## src/rtl/cdb_arbiter.sv

```systemverilog
// cdb_arbiter: shares one registered common data bus between ALU1, ALU2 and
// the load/store buffer. Each source has its own result FIFO. A round-robin
// arbiter drains the FIFO heads onto the CDB, one broadcast per cycle.
// Optional feature macro: CDB_ARBITER_BYPASS_EN. When it is defined and all
// FIFOs are empty, incoming results are arbitrated directly onto the CDB.
module cdb_arbiter #(
    parameter int FIFO_DEPTH = 4,
    parameter int TAG_W      = 4,
    parameter int DATA_W     = 32
) (
    input  logic              clk,
    input  logic              rst,
    input  logic              rdy,
    input  logic              flush,
    input  logic              alu1_valid,
    input  logic [TAG_W-1:0]  alu1_tag,
    input  logic [DATA_W-1:0] alu1_value,
    input  logic              alu2_valid,
    input  logic [TAG_W-1:0]  alu2_tag,
    input  logic [DATA_W-1:0] alu2_value,
    input  logic              ls_valid,
    input  logic [TAG_W-1:0]  ls_tag,
    input  logic [DATA_W-1:0] ls_value,
    output logic              cdb_valid,
    output logic [TAG_W-1:0]  cdb_tag,
    output logic [DATA_W-1:0] cdb_value,
    output logic [1:0]        cdb_src,
    output logic              issue_hold,
    output logic              overflow_err
);

    localparam int NS = 3;
    localparam int PW = $clog2(FIFO_DEPTH);
    localparam int CW = PW + 1;
    localparam int EW = TAG_W + DATA_W;

    // Source-indexed views of the three producers (0=ALU1, 1=ALU2, 2=LSB).
    logic [NS-1:0] in_valid;
    logic [EW-1:0] in_entry [NS];

    assign in_valid    = {ls_valid, alu2_valid, alu1_valid};
    assign in_entry[0] = {alu1_tag, alu1_value};
    assign in_entry[1] = {alu2_tag, alu2_value};
    assign in_entry[2] = {ls_tag, ls_value};

    logic [CW-1:0] count      [NS];
    logic [EW-1:0] head_entry [NS];
    logic [NS-1:0] fifo_empty;
    logic [NS-1:0] fifo_full;

    logic [1:0]        rr_ptr_q, rr_ptr_d;
    logic              cdb_valid_q, cdb_valid_d;
    logic [TAG_W-1:0]  cdb_tag_q, cdb_tag_d;
    logic [DATA_W-1:0] cdb_value_q, cdb_value_d;
    logic [1:0]        cdb_src_q, cdb_src_d;
    logic              overflow_q, overflow_d;

    logic          active;
    logic          bypass_mode;
    logic [NS-1:0] cand;
    logic          grant_any;
    logic [1:0]    grant_idx;
    logic [NS-1:0] grant;
    logic [NS-1:0] bypass_win;
    logic [NS-1:0] wr_req;
    logic [NS-1:0] wr_en;
    logic [NS-1:0] rd_en;
    logic [NS-1:0] drop;
    logic [EW-1:0] win_entry;

    assign active = rdy & ~flush;

`ifdef CDB_ARBITER_BYPASS_EN
    // Direct path only when nothing older is waiting, so ordering per source holds.
    assign bypass_mode = active & (&fifo_empty);
`else
    assign bypass_mode = 1'b0;
`endif

    assign cand = bypass_mode ? in_valid : ~fifo_empty;

    // Round-robin scan starting at rr_ptr; first candidate found wins.
    always_comb begin : arb
        int idx;
        idx       = 0;
        grant_any = 1'b0;
        grant_idx = 2'd0;
        for (int k = 0; k < NS; k++) begin
            idx = (int'(rr_ptr_q) + k) % NS;
            if (!grant_any && cand[idx]) begin
                grant_any = 1'b1;
                grant_idx = 2'(idx);
            end
        end
    end

    assign grant = grant_any ? (NS'(1) << grant_idx) : '0;

    // A full FIFO still accepts a push when its head leaves in the same cycle.
    assign bypass_win = {NS{bypass_mode}} & grant;
    assign wr_req     = {NS{active}} & in_valid & ~bypass_win;
    assign rd_en      = {NS{active & ~bypass_mode}} & grant;
    assign wr_en      = wr_req & (~fifo_full | rd_en);
    assign drop       = wr_req & fifo_full & ~rd_en;

    // Select the winning entry: FIFO head normally, raw input on the bypass path.
    always_comb begin
        win_entry = head_entry[0];
        case (grant_idx)
            2'd1:    win_entry = bypass_mode ? in_entry[1] : head_entry[1];
            2'd2:    win_entry = bypass_mode ? in_entry[2] : head_entry[2];
            default: win_entry = bypass_mode ? in_entry[0] : head_entry[0];
        endcase
    end

    genvar gi;
    generate
        for (gi = 0; gi < NS; gi++) begin : g_fifo
            logic [EW-1:0] mem_q [FIFO_DEPTH];
            logic [PW-1:0] wr_ptr_q, wr_ptr_d;
            logic [PW-1:0] rd_ptr_q, rd_ptr_d;
            logic [CW-1:0] count_q, count_d;

            // Pointer and occupancy update; pointers wrap naturally at FIFO_DEPTH.
            always_comb begin
                wr_ptr_d = wr_ptr_q;
                rd_ptr_d = rd_ptr_q;
                count_d  = count_q;
                if (rdy) begin
                    if (flush) begin
                        wr_ptr_d = '0;
                        rd_ptr_d = '0;
                        count_d  = '0;
                    end else begin
                        if (wr_en[gi]) wr_ptr_d = wr_ptr_q + PW'(1);
                        if (rd_en[gi]) rd_ptr_d = rd_ptr_q + PW'(1);
                        case ({wr_en[gi], rd_en[gi]})
                            2'b10:   count_d = count_q + CW'(1);
                            2'b01:   count_d = count_q - CW'(1);
                            default: count_d = count_q;
                        endcase
                    end
                end
            end

            // FIFO control state register.
            always_ff @(posedge clk) begin
                if (rst) begin
                    wr_ptr_q <= '0;
                    rd_ptr_q <= '0;
                    count_q  <= '0;
                end else begin
                    wr_ptr_q <= wr_ptr_d;
                    rd_ptr_q <= rd_ptr_d;
                    count_q  <= count_d;
                end
            end

            // Storage write; contents need no reset since occupancy gates reads.
            always_ff @(posedge clk) begin
                if (!rst && wr_en[gi]) begin
                    mem_q[wr_ptr_q] <= in_entry[gi];
                end
            end

            assign head_entry[gi] = mem_q[rd_ptr_q];
            assign count[gi]      = count_q;
            assign fifo_empty[gi] = (count_q == '0);
            assign fifo_full[gi]  = (count_q == CW'(FIFO_DEPTH));
        end
    endgenerate

    // Stall dispatch while any FIFO has only one free slot left.
    always_comb begin
        issue_hold = 1'b0;
        for (int s = 0; s < NS; s++) begin
            if (count[s] >= CW'(FIFO_DEPTH - 1)) issue_hold = 1'b1;
        end
    end

    // CDB broadcast, round-robin pointer and sticky overflow next state.
    always_comb begin
        rr_ptr_d    = rr_ptr_q;
        cdb_valid_d = cdb_valid_q;
        cdb_tag_d   = cdb_tag_q;
        cdb_value_d = cdb_value_q;
        cdb_src_d   = cdb_src_q;
        overflow_d  = overflow_q | (|drop);
        if (rdy) begin
            if (flush) begin
                cdb_valid_d = 1'b0;
                rr_ptr_d    = 2'd0;
            end else if (grant_any) begin
                cdb_valid_d = 1'b1;
                cdb_tag_d   = win_entry[EW-1:DATA_W];
                cdb_value_d = win_entry[DATA_W-1:0];
                cdb_src_d   = grant_idx;
                rr_ptr_d    = (grant_idx == 2'd2) ? 2'd0 : grant_idx + 2'd1;
            end else begin
                cdb_valid_d = 1'b0;
            end
        end
    end

    // Registered CDB and arbiter state.
    always_ff @(posedge clk) begin
        if (rst) begin
            rr_ptr_q    <= 2'd0;
            cdb_valid_q <= 1'b0;
            cdb_tag_q   <= '0;
            cdb_value_q <= '0;
            cdb_src_q   <= 2'd0;
            overflow_q  <= 1'b0;
        end else begin
            rr_ptr_q    <= rr_ptr_d;
            cdb_valid_q <= cdb_valid_d;
            cdb_tag_q   <= cdb_tag_d;
            cdb_value_q <= cdb_value_d;
            cdb_src_q   <= cdb_src_d;
            overflow_q  <= overflow_d;
        end
    end

    assign cdb_valid    = cdb_valid_q;
    assign cdb_tag      = cdb_tag_q;
    assign cdb_value    = cdb_value_q;
    assign cdb_src      = cdb_src_q;
    assign overflow_err = overflow_q;

endmodule
```

## config.mk

```make
export PLATFORM = sky130hd
export DESIGN_NAME = cdb_arbiter
export DESIGN_NICKNAME = d
export VERILOG_FILES = /design/src/rtl/cdb_arbiter.sv
export SDC_FILE = /design/constraint.sdc
export NUM_CORES = 1
export LEC_CHECK = 0
export CAP_MARGIN = 20
export CORE_ASPECT_RATIO = 0.5
export CORE_MARGIN = 2
export CORE_UTILIZATION = 40
export DETAILED_ROUTE_END_ITERATION = 10
export PLACE_DENSITY = 0.59
export SLEW_MARGIN = 10
export SYNTH_ARGS = -nofsm -noshare
export SYNTH_HDL_FRONTEND = slang
export SYNTH_SLANG_ARGS = --single-unit
```

## constraint.sdc

```tcl
create_clock -name clk -period 7.97 [get_ports clk]
set_input_delay 2.391 -clock clk [delete_from_list [all_inputs] [get_ports clk]]
set_output_delay 2.391 -clock clk [all_outputs]
set_load 0.02 [all_outputs]
```

==> flow_metrics.py, run 1 <==
metrics = {
    "synth": {
        "syn-instance-count": 1068,
        "async_reset_ff_frac": 0,
        "synth_enable_flop_cells": 432,
        "yosys_warnings": 0,
        "mappedNetlistNets": 1205,
        "yosysUniqueCellTypes": 47,
        "synth.ff_latch_count": 501,
        "postSynth.topFlopCell": "edfxtp_1",
        "syn_area_per_cell_um2": 18.2,
        "post_synth_instance_area_mm2": 0.0194,
        "synth_seq_area_share": 0.740,
    },
    "drt": {
        "antenna_violating_nets_post_route": 0,
        "postRouteWirelength_mm": 44.1,
        "detailedRoute.firstPassIterationCount": 5,
        "drt_iter0_drc": 823,
        "drt_drc_violations_left": 0,
        "routed_wire_length_per_instance_um": 23.1,
        "via_per_inst": 5.42,
        "routed-via-count": 10300,
    },
    "critical_path": {
        "cp_max_delay_cell": "nor2_4",
        "path_cells": "clkdlybuf4s50_1 > inv_1 > nand2_1 > nor2_1 > o211ai_1 > nor2_4 > buf_4",
        "worst-setup-path-type": "in2reg",
        "worst_path_arrival_ns": 5.97,
        "cp_slowest_stage_delay_ns": 0.92,
        "start_kind": "primary input",
        "critPathRequiredTime_ns": 8.25,
        "critical_path_endpoint_category": "flop",
        "critical_path.max_fanout": 29,
    },
    "final_layout": {
        "postLayoutCoreUtil": 0.491,
        "drive_gt1_frac": 0.172,
        "design_area_mm2": 0.0233,
        "num-fill-cells": 3970,
        "synthToLayoutAreaGrowth_pct": 19.9,
        "final_net_count": 1367,
    },
    "sta": {
        "hold_viol_final": 0,
        "maxSlewHeadroom": 0.291,
        "clock.fmax_mhz": 176,
        "worst-slew-pin-transition_ns": 1.06,
        "final_max_slew_viol_count": 0,
        "final-setup-viol-count": 0,
        "hold-worst-slack_ns": 0.452,
        "post-route-min-period_ns": 5.70,
        "timing.clock.skew_ns": 0.0279,
        "tcrit_tclk_final": 0.715,
        "unrepaired_setup_endpoints_after_global_routing": "no",
        "setup_tns_ns": 0,
    },
    "power": {
        "power-per-cell-area_mw_per_mm2": 237,
        "total_power_w": 0.00550,
        "worst_ir_drop_vdd_v": 0.000143,
        "leakage_nw": 7.16,
    },
    "clock_tree": {
        "cts_inserted_buffers": 45,
        "postCtsResizedCells": 0,
        "max-clock-path-buffers": 3,
        "cts_htree_levels": 2,
        "clk-insertion-delay-late_ns": 0.58,
        "tritoncts": "yes",
        "cts-hold-fix-buffers": 0,
        "cts.sink_count": 501,
        "cts_root_buf": "clkbuf_16",
        "clk_pin_slew_ns": 0.06,
        "post_cts.repair.setup_buffers": 0,
    },
    "placement": {
        "routabilityCongestion": 0.824,
        "dpl.hpwl_mm": 27.1,
        "placed_cell_area_mm2": 0.0217,
        "buffer_ports.inserted": 155,
    },
    "grt": {
        "grt_start_max_net_pins": 73,
        "overflow": 0,
        "grt_first_pass_wirelength_mm": 66.9,
        "first_global_vias": 10700,
        "gr-usage-all-layers": 0.176,
        "grt_antenna_before_repair": 2,
    },
    "floorplan": {
        "floorplan.io_pins": 156,
        "initial_utilization": 0.410,
        "die_w_um": 315,
        "design.core.area_mm2": 0.0474,
        "floorplan.die_area_mm2": 0.0504,
        "std_cell_rows": 56,
        "die_height_um": 160,
    },
    "job": {
        "timing.max_cap.violations": 0,
    },
    "outcome": {
        "result_of_the_run": "finished, final reports clean",
    },
    "worst_hold_path": {
        "worst_hold_path_type": "reg2reg",
    },
}
state kept, by name, indices dropped and copies added, names as in the netlist, named ones only:
name / cells
rr_ptr_q: 2
overflow_err: 1
cdb_value: 32
g_fifo.mem_q: 432
g_fifo.wr_ptr_q: 6
cdb_src: 2
g_fifo.count_q: 9
g_fifo.rd_ptr_q: 6
cdb_valid: 1
cdb_tag: 4
Yosys cell counts (all sizes together), types with 3 or more instances:
library cell,instances,area share
inv,19,0.0037
or3,8,0.0026
mux2i,4,0.0021
clkbuf,49,0.0095
a21oi,63,0.016
dfxtp,69,0.071
xor2,3,0.0014
nand3,10,0.0026
mux4,108,0.13
a22oi,37,0.014
or3b,3,0.0014
nand2,101,0.020
nor2,22,0.0043
a211oi,7,0.0027
o211ai,39,0.015
a31oi,11,0.0035
and3,10,0.0032
buf,13,0.0029
o21ai,8,0.0026
nor3,7,0.0021
edfxtp,432,0.67
ha,21,0.014
cells in the final DEF, fill, tap and decap left out, types with 3 or more instances in the layout:
cell and n:
clkinv_1 9, and3_2 4, o211ai_1 39, bufinv_16 6
dfxtp_2 3, and3_1 6, a22oi_1 37, edfxtp_1 432
o21ai_0 4, clkbuf_16 45, nand2_1 101, nor3_1 6
clkinv_2 6, a21oi_1 61, nor2_4 4, nor2_1 18
clkbuf_1 9, or3b_1 3, a31oi_1 11, nand3_1 10
clkdlybuf4s50_1 154, clkbuf_8 3, dfxtp_1 66, o21ai_2 3
inv_1 19, ha_1 20, buf_4 20, a211oi_1 7
mux4_2 108, xor2_1 3, mux2i_1 4, or3_1 8
metrics by stage:
step | worst slack, ns | std cells
after CTS | 2.30 | 1901
after global routing | 1.97 | 1905
after detailed placement | 1.69 | 1819
after floorplan | 2.70 | 1068
after global placement | 1.95 | 1819
final | 2.27 | 1905
final cells by class:
| class | instances | area [um2] | share of cell area |
|---|---|---|---|
| Sequential cell | 501 | 14400 | 0.617 |
| Multi-Input combinational cell | 485 | 4790 | 0.206 |
| Timing Repair Buffer | 177 | 1740 | 0.0746 |
| Clock buffer | 57 | 1200 | 0.0516 |
| Tap cell | 638 | 798 | 0.0343 |
| Clock inverter | 25 | 305 | 0.0131 |
| Inverter | 20 | 75.1 | 0.00323 |
| Antenna cell | 2 | 5.00 | 0.000215 |
power by group:
group	switching, W	internal [W]	leakage [nW]	total (W)
Sequential	0.0000166	0.00288	4.45	0.00289
Clock	0.000955	0.00127	0.736	0.00223
Combinational	0.000227	0.000157	1.97	0.000384
logic make-up (layout without fill, tap and decap cells):
logic type | Yosys count | count (layout) | synth area share
mux | 112 | 112 | 0.127
xor+xnor | 3 | 3 | 0.00135
flops | 501 | 501 | 0.740
compound gates | 181 | 181 | 0.0628
other cells | 0 | 2 | 0
simple gates | 167 | 167 | 0.0377
fa+ha+maj | 22 | 22 | 0.0146
buf+inv | 82 | 279 | 0.0163
worst max-delay path: cells and delay by family:
family / cells / cell delay [ns]
AND/OR/NAND/NOR: 3 / 1.59
AO/OA/AOI/OAI: 1 / 0.50
buffers and inverters: 3 / 1.44
final timing paths:
check	start	to	slack, ns	depth (start not counted)
hold reg to reg	cdb_tag[1]$_SDFFE_PP0P_	cdb_tag[1]$_SDFFE_PP0P_	0.45	2
setup reg to reg	rr_ptr_q[0]$_SDFFE_PP0P_	g_fifo[2].mem_q[1][20]$_DFFE_PP_	2.88	14
setup / recovery	flush	g_fifo[2].mem_q[1][20]$_DFFE_PP_	2.27	7
hold / removal	cdb_tag[1]$_SDFFE_PP0P_	cdb_tag[1]$_SDFFE_PP0P_	0.45	2
routing by layer:
| metal | GRT usage | vias to the layer above | wire [um] |
|---|---|---|---|
| met1 | 0.236 | 5429 | 19100 |
| met4 | 0.0418 | 0 | 680 |
| met2 | 0.304 | 211 | 22700 |
| met3 | 0.0278 | 49 | 1650 |
| li1 | - | 4634 | - |
| met5 | 0 | - | 0 |
Note: power is estimated with default switching activity, not from simulation.
==> inputs of run 2 (changes only) <==
==> constraint.sdc (replaced) <==
create_clock -name clk -period 5.9 [get_ports clk]
set_input_delay 1.77 -clock clk [delete_from_list [all_inputs] [get_ports clk]]
set_output_delay 1.77 -clock clk [all_outputs]
set_load 0.02 [all_outputs]
==> run 2 against run 1 <==
Combinational power is 38% higher; register-to-register slack got worse by 1.2 ns; sequential cell count unchanged; sequential share of layout area down 0.079 points; core utilization grew 0.063 points; die area unchanged; wire length rose by 0.84%; non-clock buffer count is 8 higher; clock skew fell by 0.0030 ns; total power rose by 34%; cell area grew 0.13%; critical path type unchanged; critical endpoint is now g_fifo[0].count_q[2]$_SDFFE_PP0P_; highest routed layer unchanged.
==> flow_metrics.py, run 2 (same netlist as run 1, synthesis figures left out) <==
metrics = {
    "outcome": {
        "result_of_the_run": "finished, final reports clean",
    },
    "grt": {
        "grt_antenna_before_repair": 1,
        "overflow": 0,
        "first_global_vias": 10900,
        "grt_first_pass_wirelength_mm": 67.7,
        "gr-usage-all-layers": 0.178,
        "grt_start_max_net_pins": 65,
    },
    "critical_path": {
        "timing.critical_path.max_delay_family": "simple AND/OR/NAND/NOR gates",
        "path_cells": "clkdlybuf4s50_1 > clkinv_1 > nor2_1 > nand2_1 > a21oi_1 > xor2_1 > ha_1 > nor2_1 > mux2i_1 > or4_1 > a31oi_1",
        "critPathRequiredTime_ns": 6.38,
        "critical_path.max_fanout": 10,
        "worst-setup-path-type": "in2reg",
        "crit_top_cell": "nor2_1",
        "r2r.worst_path.cells": 15,
        "r2r_end": "g_fifo[1].count_q[2]$_SDFFE_PP0P_",
        "start_kind": "primary input",
        "worst_path_arrival_ns": 4.89,
        "cp_max_delay_cell": "clkdlybuf4s50_1",
        "crit-reg2reg-launch": "rr_ptr_q[0]$_SDFFE_PP0P_",
        "r2r_setup_slack_ns": 1.67,
        "critical_path_endpoint_category": "flop",
        "worst-path-buf-inv": 2,
        "cp_slowest_stage_delay_ns": 0.66,
    },
    "worst_hold_path": {
        "sink_of_the_worst_hold_path": "cdb_value[14]$_SDFFE_PP0P_",
        "hold-path-cell-count": 2,
        "hold_path.startpoint": "cdb_value[14]$_SDFFE_PP0P_",
        "worst_hold_path_type": "reg2reg",
    },
    "job": {
        "timing.max_cap.violations": 0,
    },
    "clock_tree": {
        "cts.sink_count": 501,
        "cts-hold-fix-buffers": 0,
        "postCtsResizedCells": 0,
        "cts_inserted_buffers": 46,
        "cts_root_buf": "clkbuf_16",
        "max-clock-path-buffers": 3,
        "clk-insertion-delay-late_ns": 0.57,
        "post_cts.repair.setup_buffers": 0,
        "tritoncts": "yes",
        "clk_pin_slew_ns": 0.06,
        "cts_htree_levels": 2,
    },
    "floorplan": {
        "design.core.area_mm2": 0.0474,
        "std_cell_rows": 56,
        "initial_utilization": 0.410,
        "floorplan.io_pins": 156,
        "die_height_um": 160,
        "die_w_um": 315,
        "floorplan.die_area_mm2": 0.0504,
    },
    "placement": {
        "preCtsSetupSlack_ns": 0.976,
        "dpl.hpwl_mm": 28.1,
        "dpl.cell_count": 1829,
        "routabilityCongestion": 0.834,
        "placed_cell_area_mm2": 0.0218,
        "buffer_ports.inserted": 155,
    },
    "drt": {
        "drt_iter0_drc": 812,
        "postRouteWirelength_mm": 44.5,
        "routed-via-count": 10400,
        "antenna_violating_nets_post_route": 0,
        "detailedRoute.firstPassIterationCount": 7,
        "routed_wire_length_per_instance_um": 23.2,
        "via_per_inst": 5.41,
        "drt_drc_violations_left": 0,
    },
    "final_layout": {
        "most-common-layout-cells": "edfxtp_1 (432), clkdlybuf4s50_1 (154), mux4_2 (108), nand2_1 (101), dfxtp_1 (66)",
        "drive_gt1_frac": 0.179,
        "final_net_count": 1376,
        "final_instance_count_without_filler_cells": 1915,
        "num-fill-cells": 3932,
        "synthToLayoutAreaGrowth_pct": 20.1,
        "max_ffs_per_register": 432,
        "design_area_mm2": 0.0233,
        "regMostFlops": "g_fifo.mem_q",
        "layout.cells.most_common": "edfxtp_1",
    },
    "power": {
        "worst_ir_drop_vdd_v": 0.000194,
        "leakage_nw": 7.20,
        "power-per-cell-area_mw_per_mm2": 318,
    },
    "sta": {
        "maxSlewHeadroom": 0.304,
        "hold-worst-slack_ns": 0.452,
        "unrepaired_setup_endpoints_after_global_routing": "no",
        "timing.clock.skew_ns": 0.0249,
        "final_max_slew_viol_count": 0,
        "worst_slack_ns": 1.49,
        "post-route-min-period_ns": 4.41,
        "final-setup-viol-count": 0,
        "hold_viol_final": 0,
        "setup_tns_ns": 0,
        "clock.fmax_mhz": 227,
        "tcrit_tclk_final": 0.747,
        "worst-slew-pin-transition_ns": 1.04,
    },
}
run 2: routing by layer:
metal  wire length [um]  vias up  track usage
li1                   -     4658            -
met1              18500     5383        0.232
met2              23100      257        0.310
met3               1910       58       0.0279
met4                941        0       0.0491
met5                  0        -            0
run 2: layout make-up:
cell class              instances  area, um2  share of cell area
inverters                      20       75.1             0.00322
multi-input cells             485       4790               0.206
repair buffers                185       1780              0.0766
clock inverters                33        287              0.0123
well taps                     638        798              0.0343
diodes                          1       2.50            0.000107
clock buffers                  52       1200              0.0517
flip-flops and latches        501      14400               0.616
run 2: worst min-delay path: stages, from the launching register on:
cell and delay, ns:
dfxtp_1 0.31, nand2_1 0.05, a21oi_1 0.05
run 2: metrics by stage:
| stage | util | power (W) |
|---|---|---|
| 4_1_cts | 0.492 | 0.00748 |
| 2_1_floorplan | - | 0.00425 |
| 5_1_grt | 0.492 | 0.00766 |
| 3_3_place_gp | 0.460 | 0.00451 |
| 3_5_place_dp | 0.460 | 0.00452 |
| 6_report | 0.492 | 0.00740 |
run 2: worst max-delay path by stage:
stage	cells after the start	end	slack (ns)	startpoint
final	11	g_fifo[0].count_q[2]$_SDFFE_PP0P_	1.49	rdy
after global routing	15	g_fifo[1].count_q[2]$_SDFFE_PP0P_	1.29	rr_ptr_q[0]$_SDFFE_PP0P_
after CTS	11	g_fifo[0].count_q[2]$_SDFFE_PP0P_	1.56	rdy
after detailed placement	11	g_fifo[0].count_q[2]$_SDFFE_PP0P_	0.98	rdy
after global placement	11	g_fifo[0].count_q[2]$_SDFFE_PP0P_	1.14	rdy
after floorplan	6	g_fifo[2].mem_q[0][0]$_DFFE_PP_	1.25	flush
run 2: power by group:
group          internal [W]  leakage, nW  switching [W]  total (W)
Combinational      0.000218         2.01       0.000310   0.000528
Sequential          0.00388         4.45      0.0000221    0.00391
Clock               0.00165        0.732        0.00131    0.00296
Total               0.00576         7.20        0.00164    0.00740
==> inputs of run 3 (changes only) <==
==> constraint.sdc (replaced) <==
create_clock -name clk -period 4.1 [get_ports clk]
set_input_delay 1.23 -clock clk [delete_from_list [all_inputs] [get_ports clk]]
set_output_delay 1.23 -clock clk [all_outputs]
set_load 0.02 [all_outputs]
==> run 3 against run 2 <==
Sequential cell count is the same; sequential share of layout area shrank 0.42 points; sequential power grew 44%; clock power grew 38%; cell area grew 0.68%; largest power group unchanged; core utilization grew 0.34 points; critical path depth grew 3; die area is the same; register-to-register slack lost 1.4 ns.
==> flow_metrics.py, run 3 (same netlist as run 1, synthesis figures left out) <==
metrics = {
    "outcome": {
        "result_of_the_run": "finished, final reports clean",
    },
    "power": {
        "power-per-cell-area_mw_per_mm2": 447,
        "worst_ir_drop_vdd_v": 0.000276,
        "comb_power_share": 0.073,
        "power.net_switching_w": 0.00229,
        "p_int_w": 0.00819,
        "power_frac_seq": 0.537,
        "total_power_w": 0.0105,
        "swShare": 0.219,
        "pwr-share-clk": 0.390,
        "leakage_nw": 7.20,
    },
    "floorplan": {
        "die_height_um": 160,
        "floorplan.io_pins": 156,
        "die_w_um": 315,
        "floorplan.die_area_mm2": 0.0504,
        "std_cell_rows": 56,
        "design.core.area_mm2": 0.0474,
        "initial_utilization": 0.410,
    },
    "worst_hold_path": {
        "hold_path.startpoint": "cdb_value[21]$_SDFFE_PP0P_",
        "worst_hold_path_type": "reg2reg",
        "sink_of_the_worst_hold_path": "cdb_value[21]$_SDFFE_PP0P_",
        "hold-path-cell-count": 2,
    },
    "sta": {
        "clock.fmax_mhz": 260,
        "worst_slack_ns": 0.254,
        "final_max_slew_viol_count": 0,
        "maxSlewHeadroom": 0.460,
        "hold-worst-slack_ns": 0.448,
        "final-setup-viol-count": 0,
        "hold_viol_final": 0,
        "post-route-min-period_ns": 3.85,
        "worst-slew-pin-transition_ns": 0.810,
        "tcrit_tclk_final": 0.938,
        "timing.clock.skew_ns": 0.0254,
    },
    "critical_path": {
        "r2r_end": "g_fifo[1].count_q[2]$_SDFFE_PP0P_",
        "critPathRequiredTime_ns": 4.50,
        "worst_path_arrival_ns": 4.25,
        "worst-setup-path-type": "reg2reg",
        "crit-reg2reg-launch": "rr_ptr_q[0]$_SDFFE_PP0P_",
        "start_kind": "flop",
        "r2r.worst_path.cells": 14,
        "critical_path_endpoint_category": "flop",
        "critical_path.max_fanout": 41,
        "r2r_setup_slack_ns": 0.25,
    },
    "clock_tree": {
        "cts_root_buf": "clkbuf_16",
        "clk-insertion-delay-late_ns": 0.57,
        "tritoncts": "yes",
        "cts.sink_count": 501,
        "cts_inserted_buffers": 46,
        "cts-hold-fix-buffers": 0,
        "max-clock-path-buffers": 3,
        "clk_pin_slew_ns": 0.06,
        "cts_htree_levels": 2,
    },
    "drt": {
        "routed_wire_length_per_instance_um": 23.5,
        "via_per_inst": 5.46,
        "postRouteWirelength_mm": 45.0,
        "drt_drc_violations_left": 0,
        "detailedRoute.firstPassIterationCount": 5,
        "routed-via-count": 10500,
        "drt_iter0_drc": 1060,
        "antenna_violating_nets_post_route": 0,
    },
    "final_layout": {
        "final_instance_count_without_filler_cells": 1917,
        "regMostFlops": "g_fifo.mem_q",
        "register_area_mm2": 0.0144,
        "num-fill-cells": 3918,
        "drive_gt1_frac": 0.178,
        "layout.cells.most_common": "edfxtp_1",
        "final_net_count": 1380,
        "synthToLayoutAreaGrowth_pct": 20.9,
        "most-common-layout-cells": "edfxtp_1 (432), clkdlybuf4s50_1 (154), mux4_2 (108), nand2_1 (101), dfxtp_1 (66)",
        "max_ffs_per_register": 432,
        "multiInputGateArea_mm2": 0.00481,
    },
    "grt": {
        "first_global_vias": 10800,
        "grt_start_max_net_pins": 73,
        "grt_first_pass_wirelength_mm": 68.0,
        "grt_antenna_before_repair": 2,
        "overflow": 0,
        "gr-usage-all-layers": 0.180,
    },
    "placement": {
        "buffer_ports.inserted": 155,
        "routabilityCongestion": 0.818,
        "preCtsSetupSlack_ns": 0.0923,
        "dpl.cell_count": 1831,
        "dpl.hpwl_mm": 27.8,
    },
    "job": {
        "timing.max_cap.violations": 0,
    },
}
==> run 3: final cells by class <==
type,instances,share of cell area
clock inverters,17,0.00667
clock buffers,65,0.0539
inverters,20,0.00320
well taps,638,0.0340
repair buffers,189,0.0848
diodes,2,0.000213
flip-flops and latches,501,0.612
multi-input cells,485,0.205
==> run 3: worst max path at each step <==
stage | slack [ns] | from | end | depth (start not counted)
global route | -0.03 | rr_ptr_q[0]$_SDFFE_PP0P_ | g_fifo[1].count_q[2]$_SDFFE_PP0P_ | 13
finish | 0.25 | rr_ptr_q[0]$_SDFFE_PP0P_ | g_fifo[1].count_q[2]$_SDFFE_PP0P_ | 14
floorplan | -0.48 | rr_ptr_q[0]$_SDFFE_PP0P_ | g_fifo[2].mem_q[0][0]$_DFFE_PP_ | 13
detailed placement | 0.09 | rr_ptr_q[0]$_SDFFE_PP0P_ | g_fifo[2].mem_q[2][15]$_DFFE_PP_ | 13
global placement | 0.14 | rr_ptr_q[0]$_SDFFE_PP0P_ | g_fifo[2].mem_q[2][20]$_DFFE_PP_ | 13
CTS | 0.09 | rr_ptr_q[0]$_SDFFE_PP0P_ | g_fifo[2].mem_q[2][26]$_DFFE_PP_ | 13
==> run 3: through the flow <==
step / util / TNS (ns) / instance area [um2]
after global routing: 0.495 / -0.0266 / 23500
final: 0.495 / 0 / 23500
after CTS: 0.494 / 0 / 23400
after detailed placement: 0.464 / 0 / 22000
after global placement: 0.464 / 0 / 22000
after floorplan: - / -69.15 / 19400
==> run 3: critical path, cell delays in order (launching register included) <==
cell      delay, ns
dfxtp_1        0.35
inv_1          0.07
ha_1           0.40
nand2_1        0.11
a221o_1        0.39
o21a_4         0.29
nor2_1         0.13
o21ai_1        0.13
buf_4          0.17
ha_1           0.22
buf_4          0.31
and3_1         0.23
a222oi_1       0.61
or4_1          0.21
a31oi_1        0.08
==> run 3: power by group through the flow <==
stage          clock (W)  sequential [W]  combinational [W]
2_1_floorplan          0         0.00576           0.000357
3_3_place_gp           0         0.00574           0.000756
3_5_place_dp           0         0.00574           0.000767
4_1_cts          0.00418         0.00563           0.000771
5_1_grt          0.00438         0.00563           0.000831
6_report         0.00409         0.00563           0.000768
==> run 3: routing by layer <==
metal	GRT usage	part of all wire	routed length [um]
met5	0	0	0
met4	0.0450	0.021	946
met3	0.0286	0.047	2110
met2	0.309	0.51	23100
met1	0.240	0.42	18900
==> run 3: repair_timing <==
action                     CTS  global route
buffers inserted             0             2
resized for setup            0             6
setup endpoints to repair    0           168
